===== src/rtl/stall_countdown_if.sv =====
// Purpose: hazard-unit <-> stall countdown bundle (load request in, per-pipe stalls and status out).
// Latency: none; plain wiring.
// Backpressure: none; the hazard unit owns the request side, the countdown owns the status side.
interface stall_countdown_if #(
    parameter int CNT_W = 3
);
    logic             CDen;
    logic [CNT_W-1:0] CDAmt;
    logic             CDsel;
    logic             freeze;
    logic             flush;
    logic             stall_1;
    logic             stall_2;
    logic [CNT_W-1:0] cd_count;
    logic             cd_busy;
    logic             cd_done;
    logic             cd_err;

    // Hazard-unit side: issues load requests and pipeline control, observes stalls.
    modport master (
        output CDen, CDAmt, CDsel, freeze, flush,
        input  stall_1, stall_2, cd_count, cd_busy, cd_done, cd_err
    );

    // Countdown side: consumes requests and drives the registered stall outputs.
    modport slave (
        input  CDen, CDAmt, CDsel, freeze, flush,
        output stall_1, stall_2, cd_count, cd_busy, cd_done, cd_err
    );
endinterface


===== src/rtl/stall_countdown.sv =====
// Purpose: latch a stall length and target pipe, then hold that pipe's stall for exactly that many cycles.
// Latency: load sampled at edge t stalls cycles t+1..t+N; cd_done pulses in cycle t+N+1.
// Backpressure: loads during an active countdown are dropped and flagged in sticky cd_err; freeze holds the count.
module stall_countdown #(
    parameter int CNT_W   = 3,
    parameter int MAX_AMT = 7
) (
    input  logic              clk,
    input  logic              rst,
    stall_countdown_if.slave  cd
);
    typedef enum logic [1:0] {IDLE, COUNT, DONE} state_t;

    // Compare in one extra bit so the clamp stays meaningful for any MAX_AMT.
    localparam logic [CNT_W:0] MAX_EXT = (CNT_W + 1)'(MAX_AMT);

    state_t           state_q, state_d;
    logic [CNT_W-1:0] count_q, count_d;
    logic             sel_q, sel_d;
    logic             err_q, err_d;

    logic [CNT_W-1:0] load_amt;
    logic             load_ok;

    // Clamp the requested length and qualify a load (zero length and flush both suppress it).
    always_comb begin
        load_amt = cd.CDAmt;
        if ({1'b0, cd.CDAmt} > MAX_EXT) begin
            load_amt = MAX_EXT[CNT_W-1:0];
        end
        load_ok = cd.CDen && (cd.CDAmt != '0) && !cd.flush;
    end

    // State register; reset drops everything immediately, even mid-countdown.
    always_ff @(posedge clk or posedge rst) begin
        if (rst) begin
            state_q <= IDLE;
            count_q <= '0;
            sel_q   <= 1'b0;
            err_q   <= 1'b0;
        end else begin
            state_q <= state_d;
            count_q <= count_d;
            sel_q   <= sel_d;
            err_q   <= err_d;
        end
    end

    // Next-state: flush wins over everything, then load / countdown / freeze.
    always_comb begin
        state_d = state_q;
        count_d = count_q;
        sel_d   = sel_q;
        err_d   = err_q;
        if (cd.flush) begin
            state_d = IDLE;
            count_d = '0;
        end else begin
            case (state_q)
                IDLE, DONE: begin
                    if (load_ok) begin
                        state_d = COUNT;
                        count_d = load_amt;
                        sel_d   = cd.CDsel;
                    end else begin
                        state_d = IDLE;
                    end
                end
                COUNT: begin
                    // A request while busy is never honoured, frozen or not.
                    if (cd.CDen) begin
                        err_d = 1'b1;
                    end
                    if (count_q == '0) begin
                        state_d = DONE;
                    end else if (!cd.freeze) begin
                        count_d = count_q - CNT_W'(1);
                        if (count_q == CNT_W'(1)) begin
                            state_d = DONE;
                        end
                    end
                end
                default: begin
                    state_d = IDLE;
                    count_d = '0;
                end
            endcase
        end
    end

    // Outputs decode from registers only, so no input reaches an output combinationally.
    assign cd.cd_busy  = (state_q == COUNT);
    assign cd.stall_1  = (state_q == COUNT) && !sel_q;
    assign cd.stall_2  = (state_q == COUNT) &&  sel_q;
    assign cd.cd_done  = (state_q == DONE);
    assign cd.cd_count = count_q;
    assign cd.cd_err   = err_q;
endmodule


===== src/flat_wrapper.sv =====
// flat-port wrapper written by rule: the top's interface ports become plain ports
module stall_countdown_flat 
#(
    parameter int CNT_W   = 3,
    parameter int MAX_AMT = 7
)
  (clk, rst, cd_CDen, cd_CDAmt, cd_CDsel, cd_freeze, cd_flush, cd_stall_1, cd_stall_2, cd_cd_count, cd_cd_busy, cd_cd_done, cd_cd_err);
  stall_countdown_if #(.CNT_W(CNT_W)) cd_i ();
  input  logic clk;
  input  logic rst;
  input wire logic [$bits(cd_i.CDen)-1:0] cd_CDen;
  input wire logic [$bits(cd_i.CDAmt)-1:0] cd_CDAmt;
  input wire logic [$bits(cd_i.CDsel)-1:0] cd_CDsel;
  input wire logic [$bits(cd_i.freeze)-1:0] cd_freeze;
  input wire logic [$bits(cd_i.flush)-1:0] cd_flush;
  output wire logic [$bits(cd_i.stall_1)-1:0] cd_stall_1;
  output wire logic [$bits(cd_i.stall_2)-1:0] cd_stall_2;
  output wire logic [$bits(cd_i.cd_count)-1:0] cd_cd_count;
  output wire logic [$bits(cd_i.cd_busy)-1:0] cd_cd_busy;
  output wire logic [$bits(cd_i.cd_done)-1:0] cd_cd_done;
  output wire logic [$bits(cd_i.cd_err)-1:0] cd_cd_err;
  assign cd_i.CDen = cd_CDen;
  assign cd_i.CDAmt = cd_CDAmt;
  assign cd_i.CDsel = cd_CDsel;
  assign cd_i.freeze = cd_freeze;
  assign cd_i.flush = cd_flush;
  assign cd_stall_1 = cd_i.stall_1;
  assign cd_stall_2 = cd_i.stall_2;
  assign cd_cd_count = cd_i.cd_count;
  assign cd_cd_busy = cd_i.cd_busy;
  assign cd_cd_done = cd_i.cd_done;
  assign cd_cd_err = cd_i.cd_err;
  stall_countdown #(.CNT_W(CNT_W), .MAX_AMT(MAX_AMT)) u_core (.clk(clk), .rst(rst), .cd(cd_i));
endmodule

===== config.mk =====
export PLATFORM = sky130hd
export DESIGN_NAME = stall_countdown_flat
export DESIGN_NICKNAME = d
export VERILOG_FILES = /design/src/rtl/stall_countdown_if.sv /design/src/rtl/stall_countdown.sv /design/src/flat_wrapper.sv
export SDC_FILE = /design/constraint.sdc
export NUM_CORES = 1
export LEC_CHECK = 0
export ABC_AREA = 0
export BUFFER_PORTS_ARGS = -buffer_cell sky130_fd_sc_hd__buf_2
export CORE_AREA = 2 2 39 41
export DETAILED_ROUTE_END_ITERATION = 8
export DIE_AREA = 0 0 41 43
export PLACE_DENSITY_LB_ADDON = 0.25
export SLEW_MARGIN = 20
export SYNTH_ARGS = -nofsm -noshare
export SYNTH_HDL_FRONTEND = slang
export SYNTH_SLANG_ARGS = --single-unit

===== constraint.sdc =====
create_clock -name clk -period 1.6 [get_ports clk]
set_input_delay 0.16 -clock clk [delete_from_list [all_inputs] [get_ports clk]]
set_output_delay 0.16 -clock clk [all_outputs]
set_load 0.01 [all_outputs]

; ---- Word-level counts from Yosys, hierarchy flattened
; Cells that the tools add are included.
; Widths: inputs -> output; s select.
[word_totals]
reg_bits = 7
in_bits = 9
output_inout_bits = 8
word_cells = 39
[classes]
n_addsub = 1
eq_ne = 8
muxes = 11
bitwise = 1
n_reduce_logical = 14
[op_table]
columns = cell, count
row1 = $mux 3, 4
row2 = $reduce_and 3->1, 3
row3 = $mux 2, 4
row4 = $ne 3x3->1 const B, 2
row5 = $pmux 3 s2, 1
row6 = $logic_and 1x1->1, 4
row7 = $ne 4x2->1 const B, 1
row8 = $ne 4x3->1 const B, 1
row9 = $pmux 2 s2, 1
row10 = $eq 3x1->1 const B, 1
row11 = $logic_not 3->1, 1
row12 = $ne 3x2->1 const B, 1
row13 = $reduce_bool 3->1, 1
row14 = $sub 3x1->3 const B, 1
row15 = $eq 2x1->1 const B, 1
row16 = $eq 2x2->1 const B, 1
row17 = $logic_not 1->1, 2
row18 = $logic_not 2->1, 1
row19 = $reduce_and 2->1, 1
row20 = $reduce_or 2->1, 1
row21 = $mux 1, 1
row22 = $not 1->1, 1

; ---- Longest topological paths before layout
; Gate-level depths: netlist of run 1.
[logic_depth]
depth_word = 6
ltp_mapped = 6

; ---- Worst setup path after synthesis of run 1
; OpenSTA, ideal clock, no wires.
[synth_timing]
kind = flip-flop to flip-flop
from = register u_core.count_q[0] (netlist: u_core.cd.cd_count[0])
to = register u_core.count_q[1] (netlist: u_core.cd.cd_count[1])
t_arrival_ns = 1.315
required_time_ns = 1.475
slack_ns = 0.160
stages_incl_launch_ff = 7
n_path_buf = 0
period_less_slack_ns = 1.440
path_cell_list = dfrtp_1 -> inv_1 -> ha_1 -> inv_1 -> o21ai_1 -> a21o_4 -> mux2_4
[synth_between]
elab_chain_cells = 5
[synth_lines]
columns = item, line
row1 = start: declaration, stall_countdown.sv:18  ; logic [CNT_W-1:0] count_q, count_d;
row2 = start signal: assignment, stall_countdown.sv:43  ; count_q <= count_d;
row3 = $sub 3x1->3, stall_countdown.sv:77  ; count_d = count_q - CNT_W'(1);
row4 = $mux 3, stall_countdown.sv:76  ; end else if (!cd.freeze) begin
row5 = $mux 3, stall_countdown.sv:74  ; if (count_q == '0) begin
row6 = $pmux 3 s2, stall_countdown.sv:59  ; case (state_q)
row7 = $mux 3, stall_countdown.sv:55  ; if (cd.flush) begin
; Several ways; a longest one is shown, not always the timed one. The select of a mux whose other input is x is not followed.
; A chain may end at the register's enable or synchronous reset.

; ---- Worst setup path after layout of run 1
; Same ends and word-level chain as after synthesis.

==> results of run 1 <==
-- final cells by class --
class                           count  area [µm²]
Multi-Input combinational cell     30         243
Timing Repair Buffer               17        90.1
Tap cell                           16        20.0
Fill cell                         138         802
Clock inverter                      1        5.00
Sequential cell                     7         175
Inverter                            7        26.3
Clock buffer                        3        22.5
-- synthesized netlist by cell type (all sizes together) --
library cell  instances  area [µm²]
a21oi                 1        5.00
a2bb2oi               1        8.76
a21o                  2        22.5
nor2                  5        21.3
inv                   7        26.3
o31a                  1        8.76
nand2                 2        7.51
ha                    3        37.5
dfrtp                 7         175
mux2i                 1        10.0
xor2                  1        8.76
o21ai                 2        10.0
nand2b                2        15.0
nor3                  1        10.0
and2b                 1        7.51
and2                  1        6.26
mux2                  3        41.3
a22oi                 1        7.51
nor4                  1        6.26
a22o                  1        8.76
-- registers in the layout, summed over array words and instances (netlist names) --
name	cells
u_core.cd.cd_err	1
u_core.cd.cd_count	3
u_core.sel_q	1
u_core.state_q	2
-- per-layer routing --
metal  up-vias  track usage
met1       176        0.173
met2         9        0.219
met5         -            0
met3         3       0.0314
met4         0       0.0800
li1        192            -
-- power by group through the flow --
stage | Sequential (µW) | Clock [µW] | Combinational, µW
6_report | 232 | 170 | 204
5_1_grt | 236 | 186 | 228
3_3_place_gp | 234 | 0 | 206
2_1_floorplan | 238 | 0 | 135
4_1_cts | 232 | 173 | 207
3_5_place_dp | 235 | 0 | 204
-- stage by stage --
step	power, µW	setup WS, ns	util	hold slack [ns]
after floorplan	373	0.160	-	-0.0366
after global placement	440	0.196	0.393	0.112
after detailed placement	440	0.131	0.393	0.113
after CTS	613	0.130	0.420	0.120
after global routing	651	0.0374	0.420	0.123
final	606	0.129	0.420	0.116
-- worst max-delay path, stage by stage, from the launching register on --
cell     delay (ns)
dfrtp_1        0.40
inv_1          0.13
ha_1           0.18
inv_1          0.04
o21ai_1        0.14
a21o_4         0.17
mux2_4         0.29
-- how the worst min path moves through the flow --
stage	startpoint	end	slack, ns
3_3_place_gp	rst	u_core.sel_q	0.11
2_1_floorplan	rst	u_core.cd.cd_count[0]	-0.04
4_1_cts	cd_CDen	u_core.cd.cd_err	0.12
3_5_place_dp	rst	u_core.sel_q	0.11
6_report	cd_CDen	u_core.cd.cd_err	0.12
5_1_grt	cd_CDen	u_core.cd.cd_err	0.12
-- timing repair --
item,CTS,global route
hold endpoints to repair,7,0
setup buffers,0,0
hold buffers,1,0
-- cells by family after synthesis --
family	synth area share
and+or+nand+nor	0.166
muxes	0.115
buffers and inverters	0.0591
DFF	0.394
xor gates and xnor gates	0.0197
AOI/OAI and AO/OA	0.161
adders and majority gates	0.0845
==> results.py, run 1 <==
metrics = {
    "outcome": {
        "status": "completed",
    },
    "die": {
        "start_util": 0.321,
        "die_h_um": 43,
        "die-area_mm2": 0.00176,
        "pin_count": 17,
        "coreArea_mm2": 0.00138,
        "placementRows": 14,
        "die_w_um": 41,
    },
    "clock_tree": {
        "clock_path_buffers": 2,
        "tritoncts": "yes",
        "cts_made_buffers": 3,
        "clkLatencyLatePin_ns": 0.26,
        "clock-sinks": 7,
        "cts.htree.levels": 1,
        "cts-root-buf": "clkbuf_4",
        "cts_resized": 0,
        "clkTransAtPathRegs_ns": 0.06,
    },
    "setup_path": {
        "arrival_ns": 1.61,
        "critPathCaptureType": "flip-flop",
        "path_class": "flip-flop to flip-flop",
        "crit_end": "u_core.cd.cd_count[1]",
        "r2r_slack_ns": 0.13,
        "worst-r2r-cell-count": 6,
        "start_kind": "flip-flop",
        "cp.required_ns": 1.74,
        "r2r_end": "u_core.cd.cd_count[1]",
        "reg2reg_from": "u_core.cd.cd_count[0]",
        "startpoint": "u_core.cd.cd_count[0]",
        "crit_fanout": 4,
    },
    "power": {
        "internal_power_uw": 399,
        "p_leak_uw": 0.000318,
        "power_switching_uw": 207,
        "p_seq_frac": 0.383,
        "power_density_mw_per_mm2": 1040,
        "comb_power_share": 0.337,
        "swShare": 0.342,
        "clock_power_share": 0.280,
        "ir_drop_mv": 0.447,
    },
    "placement": {
        "place_area_um2": 544,
        "port_buffers": 16,
        "placed_cells": 76,
        "place.gp.congestion": 0.781,
        "hpwl_um": 794,
    },
    "logic_synthesis": {
        "ys_seq_elements": 7,
        "syn_inst": 44,
        "syn_area_per_cell_um2": 10.1,
        "syn_area_um2": 444,
        "synth_cell_type_count": 26,
        "synth_seq_area_share": 0.394,
        "synth_fp_nets": 56,
        "yosys_warnings": 0,
    },
    "routing": {
        "wirelength_um": 947,
        "drt_iter0_drc": 5,
        "vias": 380,
        "dr_wl_met3_um": 22,
        "vias_per_cell": 4.69,
        "drcViolationCount": 0,
        "routedWlPerCell_um": 11.7,
        "met1Wirelength_um": 417,
        "wl_met2_um": 491,
        "maxUsedRoutingLayer": "met4",
        "postRouteAntennaNets": 0,
        "firstDrtPassIters": 4,
    },
    "global_routing": {
        "grt_pass1_vias": 379,
        "grt_pass1_wl_mm": 1.66,
        "antenna_found_initial": 0,
        "track_usage": 0.142,
        "grt-ovfl-total": 0,
        "grt_max_degree": 8,
    },
    "finish": {
        "layout.cells.non_filler": 81,
        "final_cell_mix": "16 x buf_2, 7 x dfrtp_1, 6 x inv_1, 4 x nor2_1",
        "fin_area_um2": 582,
        "diodes": 0,
        "drive_above_1_share": 0.431,
        "final_common_cell": "buf_2",
        "syn_to_final_growth_pct": 31.0,
        "nets": 78,
    },
    "timing": {
        "max_freq_ghz": 0.680,
        "grt_setup_unrepaired": "no",
        "setup_viol": 0,
        "slew_viol_final": 0,
        "finalClockSkew_ns": 0.00842,
        "period_share": 0.920,
        "slew_headroom": 0.817,
        "finalSetupTns_ns": 0,
        "finalHoldViolCount": 0,
        "fin_crit_ns": 1.47,
        "tightestPinTransition_ns": 0.275,
    },
    "worst_hold_path": {
        "hp-class": "input port to flip-flop",
        "holdPathStages": 2,
    },
    "job": {
        "drv_cap": 0,
    },
}
Power figures use the tool's default switching activity.
==> run 2, diff against run 1 <==
--- a/config.mk
+++ b/config.mk
@@ -11,6 +11,7 @@
 export DETAILED_ROUTE_END_ITERATION = 8
 export DIE_AREA = 0 0 41 43
 export PLACE_DENSITY_LB_ADDON = 0.25
+export SETUP_SLACK_MARGIN = 0.15
 export SLEW_MARGIN = 20
 export SYNTH_ARGS = -nofsm -noshare
 export SYNTH_HDL_FRONTEND = slang
==> run 2 against run 1 <==
  * Global-route usage stayed put
  * Die area is the same
  * Routed wire length grew 0.95%
  * Critical path depth unchanged
  * Count of clock-buffer cells in the layout did not move
  * Sequential share of layout area decreased by 1.3 points
  * First-iteration DRC count fell by 20%
  * Sequential cell count is the same
  * Via count is 2.6% higher
  * Register-to-register slack better by 0.08 ns
  * Cell area increased by 4.5%
  * Clock skew hardly changed
==> results.py, run 2 (synthesized netlist as in run 1, its figures left out) <==
metrics = {
    "outcome": {
        "status": "completed",
    },
    "finish": {
        "largest_reg_flops": 3,
        "final_cell_mix": "16 x buf_2, 7 x dfrtp_1, 4 x inv_1, 4 x nor2_1",
        "syn_to_final_growth_pct": 36.9,
        "nets": 81,
        "fin_util": 0.439,
        "fin_area_um2": 608,
        "final_common_cell": "buf_2",
        "drive_above_1_share": 0.500,
        "diodes": 0,
    },
    "clock_tree": {
        "clock_path_buffers": 2,
        "clkLatencyLatePin_ns": 0.26,
        "tritoncts": "yes",
        "cts.htree.levels": 1,
        "clock-sinks": 7,
        "clkTransAtPathRegs_ns": 0.06,
        "cts-root-buf": "clkbuf_4",
        "cts_made_buffers": 3,
    },
    "global_routing": {
        "antenna_found_initial": 0,
        "grt_pass1_vias": 379,
        "track_usage": 0.142,
        "grt_pass1_wl_mm": 1.66,
        "grt_max_degree": 8,
        "grt-ovfl-total": 0,
    },
    "worst_hold_path": {
        "min_from": "cd_CDen",
        "hp-class": "input port to flip-flop",
    },
    "timing": {
        "period_share": 0.868,
        "max_freq_ghz": 0.720,
        "tightestPinTransition_ns": 0.275,
        "fin_crit_ns": 1.39,
        "finalSetupTns_ns": 0,
        "finalClockSkew_ns": 0.00868,
        "slew_viol_final": 0,
        "finalHoldViolCount": 0,
        "slew_headroom": 0.816,
        "setup_viol": 0,
        "grt_setup_unrepaired": "no",
    },
    "power": {
        "p_leak_uw": 0.000333,
        "p_seq_frac": 0.372,
        "internal_power_uw": 415,
        "clock_power_share": 0.270,
        "power_switching_uw": 214,
        "ir_drop_mv": 0.447,
        "power_density_mw_per_mm2": 1040,
        "comb_power_share": 0.358,
        "swShare": 0.340,
    },
    "routing": {
        "vias_per_cell": 4.64,
        "drt_iter0_drc": 4,
        "drcViolationCount": 0,
        "firstDrtPassIters": 4,
        "vias": 390,
        "wirelength_um": 956,
        "routedWlPerCell_um": 11.4,
        "postRouteAntennaNets": 0,
    },
    "setup_path": {
        "startpoint": "u_core.cd.cd_count[0]",
        "crit_path_cell_trace": "inv_2 > ha_1 > inv_1 > o21ai_2 > a21o_4 > mux2_4",
        "slowest_stage": "dfrtp_1",
        "path_class": "flip-flop to flip-flop",
        "slowest_delay_ns": 0.38,
        "crit_fanout": 3,
        "reg2reg_from": "u_core.cd.cd_count[0]",
        "start_kind": "flip-flop",
        "critPathCaptureType": "flip-flop",
        "arrival_ns": 1.53,
        "cp.required_ns": 1.74,
    },
    "placement": {
        "place_area_um2": 544,
        "hpwl_um": 794,
        "port_buffers": 16,
        "place.gp.congestion": 0.781,
    },
    "die": {
        "coreArea_mm2": 0.00138,
        "pin_count": 17,
        "die-area_mm2": 0.00176,
        "start_util": 0.321,
        "placementRows": 14,
        "die_h_um": 43,
        "die_w_um": 41,
    },
    "job": {
        "drv_cap": 0,
    },
}
-- run 2: critical path: cells and delay by family, from the launching register on --
kind	cells	cell delay [ns]
flops	1	0.38
buf+inv	2	0.13
mux	1	0.29
compound gates	2	0.27
fa+ha+maj	1	0.20
-- run 2: what timing repair did --
item                                    4_1_cts  5_1_grt
endpoints found under the hold margin         7        0
setup buffers                                 0        3
hold buffers                                  1        0
pin swaps                                     0        1
gates resized for setup                       1        2
endpoints found under the setup margin        2        2
-- run 2: power by group through the flow --
stage	Clock (µW)	Sequential [µW]	Combinational, µW
after global placement	0	234	206
after detailed placement	0	235	204
after floorplan	0	238	135
after global routing	186	238	251
final	170	234	225
after CTS	173	233	207
-- run 2: stage by stage --
stage	instances	power, µW	setup WS, ns	hold slack [ns]
after floorplan	44	373	0.160	-0.0366
after global placement	76	440	0.196	0.112
after detailed placement	76	440	0.131	0.113
after CTS	81	614	0.158	0.120
after global routing	84	675	0.154	0.123
final	84	630	0.211	0.115
-- run 2: area by class of cell --
class,count,area [µm²]
fill,135,776
clock buffer,3,22.5
tap,16,20.0
inverter,7,26.3
timing repair buffer,20,113
sequential,7,175
multi-input combinational,30,246
clock inverter,1,5.00
-- run 2: routing by layer --
metal  vias up  global-route usage  part of all wire
li1        198                   -                 -
met1       181               0.173              0.44
met3         2              0.0314             0.022
met2         9               0.219              0.52
met5         -                   0                 0
met4         0              0.0800             0.010
-- run 2: path summary, 6_finish.rpt --
| check | cells after the start | to | slack [ns] |
|---|---|---|---|
| worst max-delay path | 6 | u_core.cd.cd_count[1] | 0.21 |
| worst min-delay path | 2 | u_core.cd.cd_err | 0.12 |
| worst max register to register | 6 | u_core.cd.cd_count[1] | 0.21 |
| worst min register to register | 1 | u_core.cd.cd_err | 0.45 |
| max in group asynchronous | 3 | u_core.cd.cd_count[1] | 1.01 |
| min in group asynchronous | 3 | u_core.state_q[0] | 0.37 |
